## config.mk

```make
export PLATFORM = sky130hd
export DESIGN_NAME = parity_serial_tx_flat
export DESIGN_NICKNAME = d
export VERILOG_FILES = /design/src/rtl/parity_serial_tx_if.sv /design/src/rtl/parity_serial_tx.sv /design/src/flat_wrapper.sv
export SDC_FILE = /design/constraint.sdc
export NUM_CORES = 1
export LEC_CHECK = 0
export ABC_AREA = 1
export BUFFER_PORTS_ARGS = -buffer_cell sky130_fd_sc_hd__buf_2
export CAP_MARGIN = 5
export CORE_UTILIZATION = 35
export CTS_CLUSTER_DIAMETER = 150
export DETAILED_ROUTE_END_ITERATION = 10
export PLACE_DENSITY = 0.54
export SLEW_MARGIN = 20
export SYNTH_ARGS = -nofsm -noshare
export SYNTH_HDL_FRONTEND = slang
export SYNTH_SLANG_ARGS = --single-unit
export TNS_END_PERCENT = 100
```

## constraint.sdc

```tcl
create_clock -name clk -period 2.4 [get_ports clk]
set_input_delay 0.12 -clock clk [delete_from_list [all_inputs] [get_ports clk]]
set_output_delay 0.12 -clock clk [all_outputs]
set_load 0.01 [all_outputs]
```

## src/rtl/parity_serial_tx_if.sv

```systemverilog
// Handshake and serial-output bundle for parity_serial_tx.
// The master drives the word offer; the slave (the transmitter) drives everything else.
interface parity_serial_tx_if #(
  parameter int WIDTH = 8
);
  logic             in_valid;
  logic [WIDTH-1:0] in_data;
  logic             msb_first;
  logic             in_ready;
  logic             tx_bit;
  logic             tx_valid;
  logic             tx_last;
  logic             busy;
  logic [2:0]       res5;

  modport master (
    output in_valid, in_data, msb_first,
    input  in_ready, tx_bit, tx_valid, tx_last, busy, res5
  );

  modport slave (
    input  in_valid, in_data, msb_first,
    output in_ready, tx_bit, tx_valid, tx_last, busy, res5
  );
endinterface

```

## src/rtl/parity_serial_tx.sv

```systemverilog
// Parallel-to-serial transmitter: WIDTH data bits in selectable order followed by
// one parity bit, with a running mod-5 remainder of the data bits sent so far.
module parity_serial_tx #(
  parameter int WIDTH      = 8,
  parameter bit PARITY_ODD = 1'b0
) (
  input  logic              clk,
  input  logic              rst,
  parity_serial_tx_if.slave bus
);
  localparam logic [1:0] IDLE   = 2'd0;
  localparam logic [1:0] DATA   = 2'd1;
  localparam logic [1:0] PARITY = 2'd2;
  localparam int         CW     = $clog2(WIDTH);

  logic [1:0]       state;
  logic [CW-1:0]    cnt;
  logic [WIDTH-1:0] shreg;
  logic             par_bit;
  logic [2:0]       res5;
  logic             tx_bit;
  logic             tx_valid;
  logic             tx_last;

  logic             accept;
  logic [WIDTH-1:0] ordered;
  logic [3:0]       res5_dbl;
  logic [2:0]       res5_next;

  assign bus.in_ready = (state != DATA);
  assign accept       = bus.in_valid && (state != DATA);

  // Present the word so that transmit order always runs from bit WIDTH-1 down.
  always_comb begin
    ordered = bus.in_data;
    if (!bus.msb_first) begin
      for (int i = 0; i < WIDTH; i++) ordered[i] = bus.in_data[WIDTH-1-i];
    end
  end

  // 2*res5 + b never exceeds 9, so a single conditional subtract reduces it.
  assign res5_dbl  = {res5, 1'b0} + {3'b000, tx_bit};
  assign res5_next = (res5_dbl >= 4'd5) ? 3'(res5_dbl - 4'd5) : res5_dbl[2:0];

  // NOTE: every register, including the data shifter, sits under the async reset
  // so an aborted frame leaves nothing stale; state updates use non-blocking only.
  always_ff @(posedge clk or negedge rst) begin
    if (!rst) begin
      state    <= IDLE;
      cnt      <= '0;
      shreg    <= '0;
      par_bit  <= 1'b0;
      res5     <= 3'd0;
      tx_bit   <= 1'b0;
      tx_valid <= 1'b0;
      tx_last  <= 1'b0;
    end else begin
      case (state)
        DATA: begin
          res5 <= res5_next;
          if (cnt == CW'(WIDTH - 1)) begin
            state   <= PARITY;
            tx_bit  <= par_bit;
            tx_last <= 1'b1;
          end else begin
            cnt    <= cnt + 1'b1;
            tx_bit <= shreg[WIDTH-1];
            shreg  <= {shreg[WIDTH-2:0], 1'b0};
          end
        end
        default: begin
          // IDLE and PARITY both accept; PARITY chains straight into the next frame.
          if (accept) begin
            state    <= DATA;
            cnt      <= '0;
            res5     <= 3'd0;
            par_bit  <= (^bus.in_data) ^ PARITY_ODD;
            tx_bit   <= ordered[WIDTH-1];
            shreg    <= {ordered[WIDTH-2:0], 1'b0};
            tx_valid <= 1'b1;
            tx_last  <= 1'b0;
          end else begin
            state    <= IDLE;
            tx_bit   <= 1'b0;
            tx_valid <= 1'b0;
            tx_last  <= 1'b0;
          end
        end
      endcase
    end
  end

  assign bus.tx_bit   = tx_bit;
  assign bus.tx_valid = tx_valid;
  assign bus.tx_last  = tx_last;
  assign bus.busy     = (state != IDLE);
  assign bus.res5     = res5;
endmodule

```

## src/flat_wrapper.sv

```systemverilog
// flat-port wrapper written by rule: the top's interface ports become plain ports
module parity_serial_tx_flat 
#(
  parameter int WIDTH      = 8,
  parameter bit PARITY_ODD = 1'b0
)
  (clk, rst, bus_in_valid, bus_in_data, bus_msb_first, bus_in_ready, bus_tx_bit, bus_tx_valid, bus_tx_last, bus_busy, bus_res5);
  parity_serial_tx_if #(.WIDTH(WIDTH)) bus_i ();
  input  logic clk;
  input  logic rst;
  input wire logic [$bits(bus_i.in_valid)-1:0] bus_in_valid;
  input wire logic [$bits(bus_i.in_data)-1:0] bus_in_data;
  input wire logic [$bits(bus_i.msb_first)-1:0] bus_msb_first;
  output wire logic [$bits(bus_i.in_ready)-1:0] bus_in_ready;
  output wire logic [$bits(bus_i.tx_bit)-1:0] bus_tx_bit;
  output wire logic [$bits(bus_i.tx_valid)-1:0] bus_tx_valid;
  output wire logic [$bits(bus_i.tx_last)-1:0] bus_tx_last;
  output wire logic [$bits(bus_i.busy)-1:0] bus_busy;
  output wire logic [$bits(bus_i.res5)-1:0] bus_res5;
  assign bus_i.in_valid = bus_in_valid;
  assign bus_i.in_data = bus_in_data;
  assign bus_i.msb_first = bus_msb_first;
  assign bus_in_ready = bus_i.in_ready;
  assign bus_tx_bit = bus_i.tx_bit;
  assign bus_tx_valid = bus_i.tx_valid;
  assign bus_tx_last = bus_i.tx_last;
  assign bus_busy = bus_i.busy;
  assign bus_res5 = bus_i.res5;
  parity_serial_tx #(.WIDTH(WIDTH), .PARITY_ODD(PARITY_ODD)) u_core (.clk(clk), .rst(rst), .bus(bus_i));
endmodule
```

# Word level (Yosys, flattened, before mapping)
# Cells that the tools add are included.
[classes]
n_reduce_logical = 6
addsub = 3
magnitude_cmp = 1
bitwise = 1
mux = 18
n_eq_ne = 5
[ops]
columns = ["op", "count"]
rows = [
  ["$mux W8", 4],
  ["$mux W3", 5],
  ["$reduce_xor A8 Y1", 1],
  ["$mux W1", 7],
  ["$add A4 B1 Y4", 1],
  ["$ge A4 B3 Y1 const B", 1],
  ["$mux W2", 2],
  ["$ne A2 B1 Y1 const B", 2],
  ["$reduce_and A2 Y1", 2],
  ["$reduce_bool A2 Y1", 2],
  ["$add A3 B1 Y3 const B", 1],
  ["$eq A3 B3 Y1 const B", 1],
  ["$sub A3 B3 Y3 const B", 1],
  ["$eq A2 B1 Y1 const B", 1],
  ["$ne A2 B2 Y1 const B", 1],
  ["$logic_and A1 B1 Y1", 1],
  ["$not A1 Y1", 1],
]
[word_totals]
register_bits = 20
inputBits = 12

# Logic depth before layout (Yosys ltp)
# Gate-level depths: netlist of run 1.
[depth]
depth_word = 4
mapped_depth = 9
ltp_nobuf = 9

# Least setup slack after synthesis of run 1
# No wires, ideal clock.
[synth_timing]
path_type = "reg2reg"
startpoint = "register u_core.cnt[0]"
endpoint = "register u_core.cnt[0]"
path_slack_ns = 0.984
period_less_slack_ns = 1.416
setup_ns = 0.122
path_buffers = 1
path_stages_with_launch = 10
t_arrival_ns = 1.294
path_cell_list = "dfrtp_1 -> ha_1 -> ha_1 -> inv_1 -> nand2_1 -> nand2_2 -> inv_4 -> buf_6 -> nand2_1 -> o21ai_1"
[synth_via]
elab_chain_cells = 3
elab_cells_between_ends = 6
classes_between = "add/sub (1); eq/ne (2); mux (2); reduce/logical (1)"
[synth_lines]
columns = ["element", "line_no", "source"]
rows = [
  ["from (decl)", "parity_serial_tx.sv:17", "logic [CW-1:0] cnt;"],
  ["from (signal assigned)", "parity_serial_tx.sv:66", "cnt <= cnt + 1'b1;"],
  ["$add A3 B1 Y3 / $eq A3 B3 Y1 (equally long branches)", "parity_serial_tx.sv:66, parity_serial_tx.sv:61", ""],
  ["$mux W3 / $ne A2 B2 Y1 (equally long branches)", "--", ""],
  ["$mux W3 / $reduce_and A2 Y1 (equally long branches)", "--", ""],
]
# Parallel ways exist; a longest one is shown, timed or not. The select of a mux whose other input is x is not followed.
# A chain may end at the register's enable or synchronous reset.

# Worst setup path after layout of run 1
# Ends and elaborated chain as after synthesis.

==> summary.txt, run 1 <==
GRT
  • Largest net degree at the start of global routing: 19
  • Met2 Use GR: 25.0%
  • Initial antenna violation count: 0
  • Routing usage on met3: 4.69%
  • GRT met1 Usage: 20.2%
  • Most Used Layer, Global Route: met2
  • First-pass GRT wire length: 3900 um
  • GR Overflow Total: 0
  • Vias in the first global route: 898
  • Total global-route track usage: 15.1%

Final layout
  • Most frequent cells in the layout: nand2_1 (64), inv_1 (19), buf_2 (19)
  • Register area: 450 um2
  • Fin nets: 192
  • Fill count: 313
  • Multi-input gate area: 542 um2
  • Antenna diodes: 0
  • Commonest non-fill, non-tap cell in the layout: nand2_1
  • Layout cell share with drive strength beyond 1: 17.1%
  • Fin cells: 217
  • Area grow syn2layout: 15.3%

Drt
  • Final ANT Viol Nets: 0
  • Drt drc: 0
  • Routed WL: 2190 um
  • DRT Pass-1 Iters: 4
  • Mean routed wirelength per cell: 10.1 um
  • Initial drt markers: 31
  • Post-DR vias/cell: 4.53
  • Via count: 983

Die
  • Core area: 2880 um2
  • Starting Density: 38.3%
  • Ports: 20
  • Row count: 19
  • Die area: 3370 um2
  • Die X: 58.1 um
  • Die Ht: 58.1 um

STA
  • Final max-slew violation count: 0
  • Final Critical Period: 1.48 ns
  • Setup WS post-layout: 0.920 ns
  • Relative slew slack: 74.1%
  • Fmax: 0.676 GHz
  • Hold Vio Cnt, Final: 0
  • Worst-margin pin slew: 0.389 ns
  • Final setup fails: 0
  • Final period util: 61.6%
  • Clk_skew: 0.000623 ns
  • Unrepaired setup endpoints after global routing: false
  • Setup_tns: 0 ns

Power and ir drop
  • Int Power: 0.000798 W
  • Clock share of power: 13.2%
  • Static Leakage: 0.711 nW
  • Worst VDD drop: 566 uV
  • Power per cell area: 1100 nW/um2
  • P_sw: 0.000605 W
  • Comb power frac: 48.5%
  • Seq pwr share: 38.3%
  • Sw Ratio: 43.1%

Synthesis
  • Syn avg cell area: 7.10 um2
  • Yosys warns: 0
  • Seq/Total Area, Yosys: 40.9%
  • Syn nets: 171
  • Mapped Area: 1100 um2
  • Synth Register Bits: 18
  • Distinct cells, synth: 19
  • Mapped Cells: 155

Setup path
  • Crit Path Category: register to register
  • WP data required: 2.59 ns
  • Crit path capture type: register
  • Arrival time at the worst endpoint: 1.67 ns
  • Critical path peak fanout: 16
  • Worst Setup Start Kind: register

Placed design
  • Port bufs: 19
  • Placed Instances: 212
  • Dpl ws: 0.954 ns
  • DP Wirelength: 1710 um
  • RePlAce Congestion: 0.753

Outcome
  • Status: finished clean

Clock network
  • Root Buffer Master: clkbuf_4
  • CTS tree: done
  • Clock-pin slew on the worst setup and hold paths: 0.10 ns
  • Sink Count: 18
  • Depth of the CTS H-tree: 1
  • Clock buffer depth: 2
  • Worst skew pair latency: 0.29 ns
  • Total CTS buffers: 3

Run
  • MaxCap Viol Count: 0

Min path
  • Hold Path Class: primary input to register
## final timing paths
| kind | startpoint | end | slack [ns] | depth (start not counted) |
|---|---|---|---|---|
| hold reg to reg | u_core.bus.tx_valid | u_core.bus.tx_valid | 0.48 | 2 |
| setup / recovery | u_core.cnt[0] | u_core.cnt[0] | 0.92 | 8 |
| hold / removal | bus_in_valid | u_core.bus.tx_valid | 0.10 | 3 |
| setup reg to reg | u_core.cnt[0] | u_core.cnt[0] | 0.92 | 8 |
| max in group asynchronous | rst | u_core.shreg[4] | 1.85 | 2 |
| min in group asynchronous | rst | u_core.bus.res5[2] | 0.27 | 2 |
## power by group through the flow
stage	Clock [W]	Sequential, W	Combinational, W
after floorplan	0	0.000541	0.000513
after global placement	0	0.000539	0.000668
after detailed placement	0	0.000544	0.000688
after CTS	0.000192	0.000539	0.000693
after global routing	0.000214	0.000557	0.000791
final	0.000185	0.000538	0.000680
## flip-flops by register name (all words and copies together) (netlist names)
name / cells
u_core.shreg: 7
u_core.bus.res5: 3
u_core.cnt: 3
u_core.bus.tx_bit: 1
u_core.bus.tx_last: 1
u_core.bus.tx_valid: 1
u_core.par_bit: 1
u_core.state: 1
## synth_stat cells
master	n	area [um2]
o211ai_1	6	45.0
inv_1	19	71.3
nand2_4	1	11.3
o21ai_1	8	40.0
dfrtp_1	18	450
nand3_1	4	20.0
ha_1	4	50.1
a21oi_1	2	10.0
nor2_1	3	11.3
nand2_2	1	6.26
buf_2	2	10.0
nor2_4	1	11.3
clkbuf_1	1	3.75
xnor2_1	1	8.76
nand2_1	64	240
o21ai_0	15	75.1
inv_4	2	12.5
or2_2	2	12.5
buf_6	1	11.3
## logic make-up after synthesis
kind of cell | synth area share, %
compound gates | 15.5
xor+xnor | 0.796
fa+ha+maj | 4.55
buf+inv | 9.89
flops | 40.9
simple gates | 28.4
## worst max-delay path, cell delays in order (launching register included)
cell and delay [ns]:
dfrtp_1 0.41, ha_1 0.21, ha_1 0.20, inv_1 0.11, nand2_1 0.09, nand2_2 0.12, inv_4 0.08, nand2_1 0.07
o21ai_1 0.06
## through the flow
stage | total power, W | utilization, % | area, um2 | hold WS [ns]
after floorplan | 0.00105 | - | 1100 | -0.176
after global placement | 0.00121 | 42.5 | 1220 | 0.0716
after detailed placement | 0.00123 | 42.5 | 1220 | 0.0775
after CTS | 0.00142 | 44.1 | 1270 | 0.0955
after global routing | 0.00156 | 44.1 | 1270 | 0.0930
final | 0.00140 | 44.1 | 1270 | 0.101
## layout make-up
type	instances	area share, %
clock buffers	4	2.86
inverters	21	6.60
multi-input cells	112	42.7
flip-flops and latches	18	35.5
well taps	42	4.14
repair buffers	20	8.28
## what timing repair did
action | CTS | global route
endpoints found under the hold margin | 18 | 0
resized for setup | 0 | 0
hold buffers | 1 | 0
setup buffers | 0 | 0
## per-layer routing
metal	vias to the layer above	wire length [um]
met1	440	1060
met5	-	0
met3	0	81
met4	0	0
met2	16	1050
li1	527	-
(Power assumes the default switching activity.)
==> inputs of run 2 (changes only) <==
- PLACE_DENSITY: 0.54 -> 0.56
- clock period: 2.4 -> 1.3 ns (I/O delays scaled with it)
==> run 2 against run 1 <==
  * The flow now finishes with violations (negative setup slack)
  * Critical path depth unchanged
  * Utilization up 4.1 points
  * Via count up 3.9%
  * Combinational power up 140%
  * Power up 110%
  * Sequential share of layout area down 2.9 points
  * Register-to-register slack worse by 0.92 ns
==> summary.txt, run 2 (same netlist as run 1, synthesis figures left out) <==
STA
  • Worst-margin pin slew: 0.390 ns
  • Setup WS post-layout: -0.000336 ns
  • Unrepaired setup endpoints after global routing: true
  • Fmax: 0.769 GHz
  • Relative slew slack: 74.0%
  • Hold Vio Cnt, Final: 0
  • Setup_tns: -0.000336 ns
  • Clk_skew: 0.00840 ns
  • Final max-slew violation count: 0
  • Final setup fails: 1
  • Hold WS: 0.0488 ns
  • Final period util: 100%
  • Final Critical Period: 1.30 ns

Clock network
  • Sink Count: 18
  • Depth of the CTS H-tree: 1
  • Worst skew pair latency: 0.29 ns
  • Clock buffer depth: 2
  • Total CTS buffers: 3
  • Clock-pin slew on the worst setup and hold paths: 0.09 ns
  • Root Buffer Master: clkbuf_4
  • CTS tree: done

Power and ir drop
  • Int Power: 0.00165 W
  • P_sw: 0.00129 W
  • Seq pwr share: 34.7%
  • Static Leakage: 0.735 nW
  • Clock share of power: 8.9%
  • Sw Ratio: 43.8%
  • Worst VDD drop: 915 uV
  • Total power: 0.00293 W
  • Power per cell area: 2110 nW/um2
  • Comb power frac: 56.3%

Placed design
  • Port bufs: 19
  • DP Area: 1250 um2
  • DP Wirelength: 1790 um
  • RePlAce Congestion: 0.765

Setup path
  • Worst path bufs/invs: 2
  • Critical path peak fanout: 16
  • Crit Path Category: register to register
  • WP data required: 1.47 ns
  • CP Launch Point: u_core.cnt[0]
  • Arrival time at the worst endpoint: 1.47 ns
  • Crit path capture type: register
  • CP Cell Sequence: ha_2 > ha_4 > inv_4 > nand2_4 > nand2_4 > inv_8 > nand2_1 > o21ai_1
  • Critical R2R Launch: u_core.cnt[0]
  • R2r endpoint: u_core.shreg[6]
  • Critical Path Max Stage Delay: 0.41 ns
  • Reg2Reg Depth: 8
  • Worst Setup Start Kind: register
  • Crit path max-delay cell type: dfrtp_1
  • Worst path top cell family by delay: flip-flops
  • R2R Setup Slk: -0.0003 ns
  • Crit path top cell by count: nand2_4

Outcome
  • Failing checks: negative setup slack
  • Status: finished, violations left

Final layout
  • Antenna diodes: 0
  • Most frequent cells in the layout: nand2_1 (58), buf_2 (19), dfrtp_1 (17)
  • Top flop regs: u_core.shreg (7), u_core.bus.res5 (3), u_core.cnt (3)
  • Multi-input gate area: 619 um2
  • Max reg flops: 7
  • Top reg by flops: u_core.shreg
  • Layout cell share with drive strength beyond 1: 28.9%
  • Cell area after layout: 1390 um2
  • Fill count: 290
  • Commonest non-fill, non-tap cell in the layout: nand2_1
  • Area grow syn2layout: 26.0%
  • Fin nets: 198
  • Register area: 452 um2
  • Final core occ: 48.2%

Drt
  • Drt drc: 0
  • Routed WL: 2350 um
  • Initial drt markers: 46
  • Via count: 1021
  • DRT Pass-1 Iters: 4
  • Final ANT Viol Nets: 0
  • Post-DR vias/cell: 4.60
  • Mean routed wirelength per cell: 10.6 um

Die
  • Starting Density: 38.3%
  • Row count: 19
  • Ports: 20
  • Core area: 2880 um2
  • Die Ht: 58.1 um
  • Die X: 58.1 um
  • Die area: 3370 um2

Min path
  • Worst Hold Depth: 3
  • Hold path startpoint: bus_in_valid
  • Hold EP: u_core.bus.tx_valid
  • Hold Path Class: primary input to register

GRT
  • Total global-route track usage: 15.2%
  • Vias in the first global route: 951
  • Largest net degree at the start of global routing: 19
  • First-pass GRT wire length: 3950 um
  • GR Overflow Total: 0
  • Initial antenna violation count: 0

Run
  • MaxCap Viol Count: 0
==> run 2: final cells by class <==
cell class | count | share of cell area (%)
sequential | 18 | 32.6
clock buffer | 3 | 1.62
multi-input combinational | 112 | 44.6
inverter | 21 | 6.58
tap | 42 | 3.79
timing repair buffer | 26 | 10.8
==> run 2: metal layers <==
| layer | track usage (%) | up-vias | part of all wire [%] |
|---|---|---|---|
| met5 | 0 | - | 0 |
| met4 | 3.06 | 0 | 0.43 |
| met3 | 4.69 | 2 | 2.8 |
| met2 | 26.1 | 13 | 50 |
| met1 | 18.9 | 465 | 47 |
| li1 | - | 541 | - |
==> run 2: how the worst max path moves through the flow <==
stage	end	slack, ns	depth (start not counted)
after global routing	u_core.shreg[7]	-0.06	8
after CTS	u_core.shreg[6]	-0.001	8
after floorplan	u_core.cnt[0]	0.002	9
final	u_core.shreg[6]	-0.0003	8
after detailed placement	u_core.shreg[6]	-0.002	8
after global placement	u_core.shreg[7]	0.02	8
==> run 2: timing repair <==
item | in CTS | in global routing
endpoints found under the setup margin | 8 | 13
hold buffers | 1 | 0
gates resized for setup | 4 | 20
setup buffers | 0 | 5
endpoints found under the hold margin | 18 | 0
pin swaps | 0 | 6
==> run 2: power groups by stage <==
stage	registers [W]	clock network, W	logic [W]
6_report	0.00102	0.000261	0.00165
5_1_grt	0.00106	0.000302	0.00187
4_1_cts	0.000998	0.000280	0.00138
3_5_place_dp	0.00101	0	0.00133
3_3_place_gp	0.00101	0	0.00130
2_1_floorplan	0.00101	0	0.000980
==> run 2: worst min-delay path: stages <==
cell	delay (ns)
buf_2	0.11
nand2_4	0.08
nand2_1	0.06
==> run 2: stage by stage <==
step,instances,setup WS (ns)
final,222,-0.000336
after global routing,222,-0.0558
after CTS,217,-0.00106
after detailed placement,213,-0.00222
after global placement,213,0.0173
after floorplan,155,0.00190
==> inputs of run 3 (changes only) <==
- SKIP_CTS_REPAIR_TIMING: default -> 1
==> run 3 against run 2 <==
  * The run still ends with negative setup slack left
  * Via count shrank 0.69%
  * Cell count is the same
  * Sequential share of layout area is the same
  * Worst setup slack lost 0.0047 ns
==> summary.txt, run 3 (same netlist as run 1, synthesis figures left out) <==
Clock network
  • Worst skew pair latency: 0.29 ns
  • CTS tree: done
  • Clock buffer depth: 2
  • Clock-pin slew on the worst setup and hold paths: 0.09 ns
  • Root Buffer Master: clkbuf_4
  • Total CTS buffers: 3
  • Depth of the CTS H-tree: 1
  • Sink Count: 18

Setup path
  • R2R Setup Slk: -0.005 ns
  • Crit Path Category: register to register
  • Arrival time at the worst endpoint: 1.48 ns
  • Critical Path Max Stage Delay: 0.41 ns
  • Worst path bufs/invs: 2
  • Crit path top cell by count: nand2_4
  • Crit path max-delay cell type: dfrtp_1
  • Stages on worst setup path: 8
  • Reg2Reg Depth: 8
  • Critical path peak fanout: 16
  • CP Cell Sequence: ha_2 > ha_4 > inv_4 > nand2_4 > nand2_4 > inv_8 > nand2_1 > o21ai_1
  • Worst Setup Start Kind: register
  • Worst path top cell family by delay: flip-flops
  • WP data required: 1.47 ns
  • Crit path capture type: register

Drt
  • Initial drt markers: 56
  • Via count: 1014
  • Drt drc: 0
  • Post-DR vias/cell: 4.57
  • Routed WL: 2370 um
  • Mean routed wirelength per cell: 10.7 um
  • DRT Pass-1 Iters: 4
  • Final ANT Viol Nets: 0

Final layout
  • Commonest non-fill, non-tap cell in the layout: nand2_1
  • Top flop regs: u_core.shreg (7), u_core.bus.res5 (3), u_core.cnt (3)
  • Area grow syn2layout: 26.0%
  • Fin nets: 198
  • Fin cells: 222
  • Layout cell share with drive strength beyond 1: 28.9%
  • Antenna diodes: 0
  • Register area: 452 um2
  • Top reg by flops: u_core.shreg
  • Multi-input gate area: 619 um2
  • Cell area after layout: 1390 um2
  • Most frequent cells in the layout: nand2_1 (58), buf_2 (19), dfrtp_1 (17)
  • Max reg flops: 7
  • Fill count: 292

GRT
  • GR Overflow Total: 0
  • Total global-route track usage: 15.0%
  • Largest net degree at the start of global routing: 19
  • Vias in the first global route: 944
  • Initial antenna violation count: 0
  • First-pass GRT wire length: 3910 um

Die
  • Starting Density: 38.3%
  • Die X: 58.1 um
  • Ports: 20
  • Row count: 19
  • Die area: 3370 um2
  • Die Ht: 58.1 um
  • Core area: 2880 um2

Run
  • MaxCap Viol Count: 0

Power and ir drop
  • Worst VDD drop: 910 uV
  • Power per cell area: 2120 nW/um2
  • Total power: 0.00294 W
  • Static Leakage: 0.735 nW

Min path
  • Hold Path Class: primary input to register
  • Worst Hold Depth: 3

Placed design
  • Placed Instances: 213
  • DP Area: 1250 um2
  • DP Wirelength: 1790 um
  • Port bufs: 19
  • RePlAce Congestion: 0.765

Outcome
  • Status: finished, violations left
  • Failing checks: negative setup slack

STA
  • Final max-slew violation count: 0
  • Setup_tns: -0.00506 ns
  • Unrepaired setup endpoints after global routing: true
  • Hold WS: 0.0489 ns
  • Final setup fails: 1
  • Fmax: 0.766 GHz
  • Clk_skew: 0.00819 ns
  • Setup WS post-layout: -0.00506 ns
  • Hold Vio Cnt, Final: 0
  • Relative slew slack: 74.2%
  • Worst-margin pin slew: 0.387 ns
  • Final period util: 100%
  • Final Critical Period: 1.31 ns
## run 3: layer usage
metal	track usage [%]	part of all wire [%]
met4	3.06	0.42
met2	25.6	50
met3	4.69	3.0
met5	0	0
met1	18.7	47
## run 3: worst paths after layout
kind                                        to                 from
max                            u_core.shreg[6]        u_core.cnt[0]
min                        u_core.bus.tx_valid         bus_in_valid
min reg2reg                u_core.bus.tx_valid  u_core.bus.tx_valid
max reg2reg                    u_core.shreg[6]        u_core.cnt[0]
max in group asynchronous    u_core.bus.tx_bit                  rst
min in group asynchronous  u_core.bus.tx_valid                  rst
## run 3: where the power goes
group | switching (W) | leakage (nW) | internal [W]
Clock | 0.000155 | 0.0138 | 0.000108
Combinational | 0.000949 | 0.499 | 0.000713
Sequential | 0.000187 | 0.222 | 0.000831
Total | 0.00129 | 0.735 | 0.00165
## run 3: final cells by class
type / instances / area share [%]
timing repair buffer: 26 / 10.8
clock buffer: 3 / 1.62
inverter: 21 / 6.58
multi-input combinational: 112 / 44.6
tap: 42 / 3.79
sequential: 18 / 32.6
## run 3: tightest hold or removal path, cell delays in order
cell and delay [ns]:
buf_2 0.11, nand2_4 0.08, nand2_1 0.06
## run 3: through the flow
step	setup WS, ns	utilization [%]
floorplan	0.00190	-
global placement	0.0173	43.5
detailed placement	-0.00222	43.5
CTS	-0.0180	44.3
global route	-0.0558	48.2
finish	-0.00506	48.2
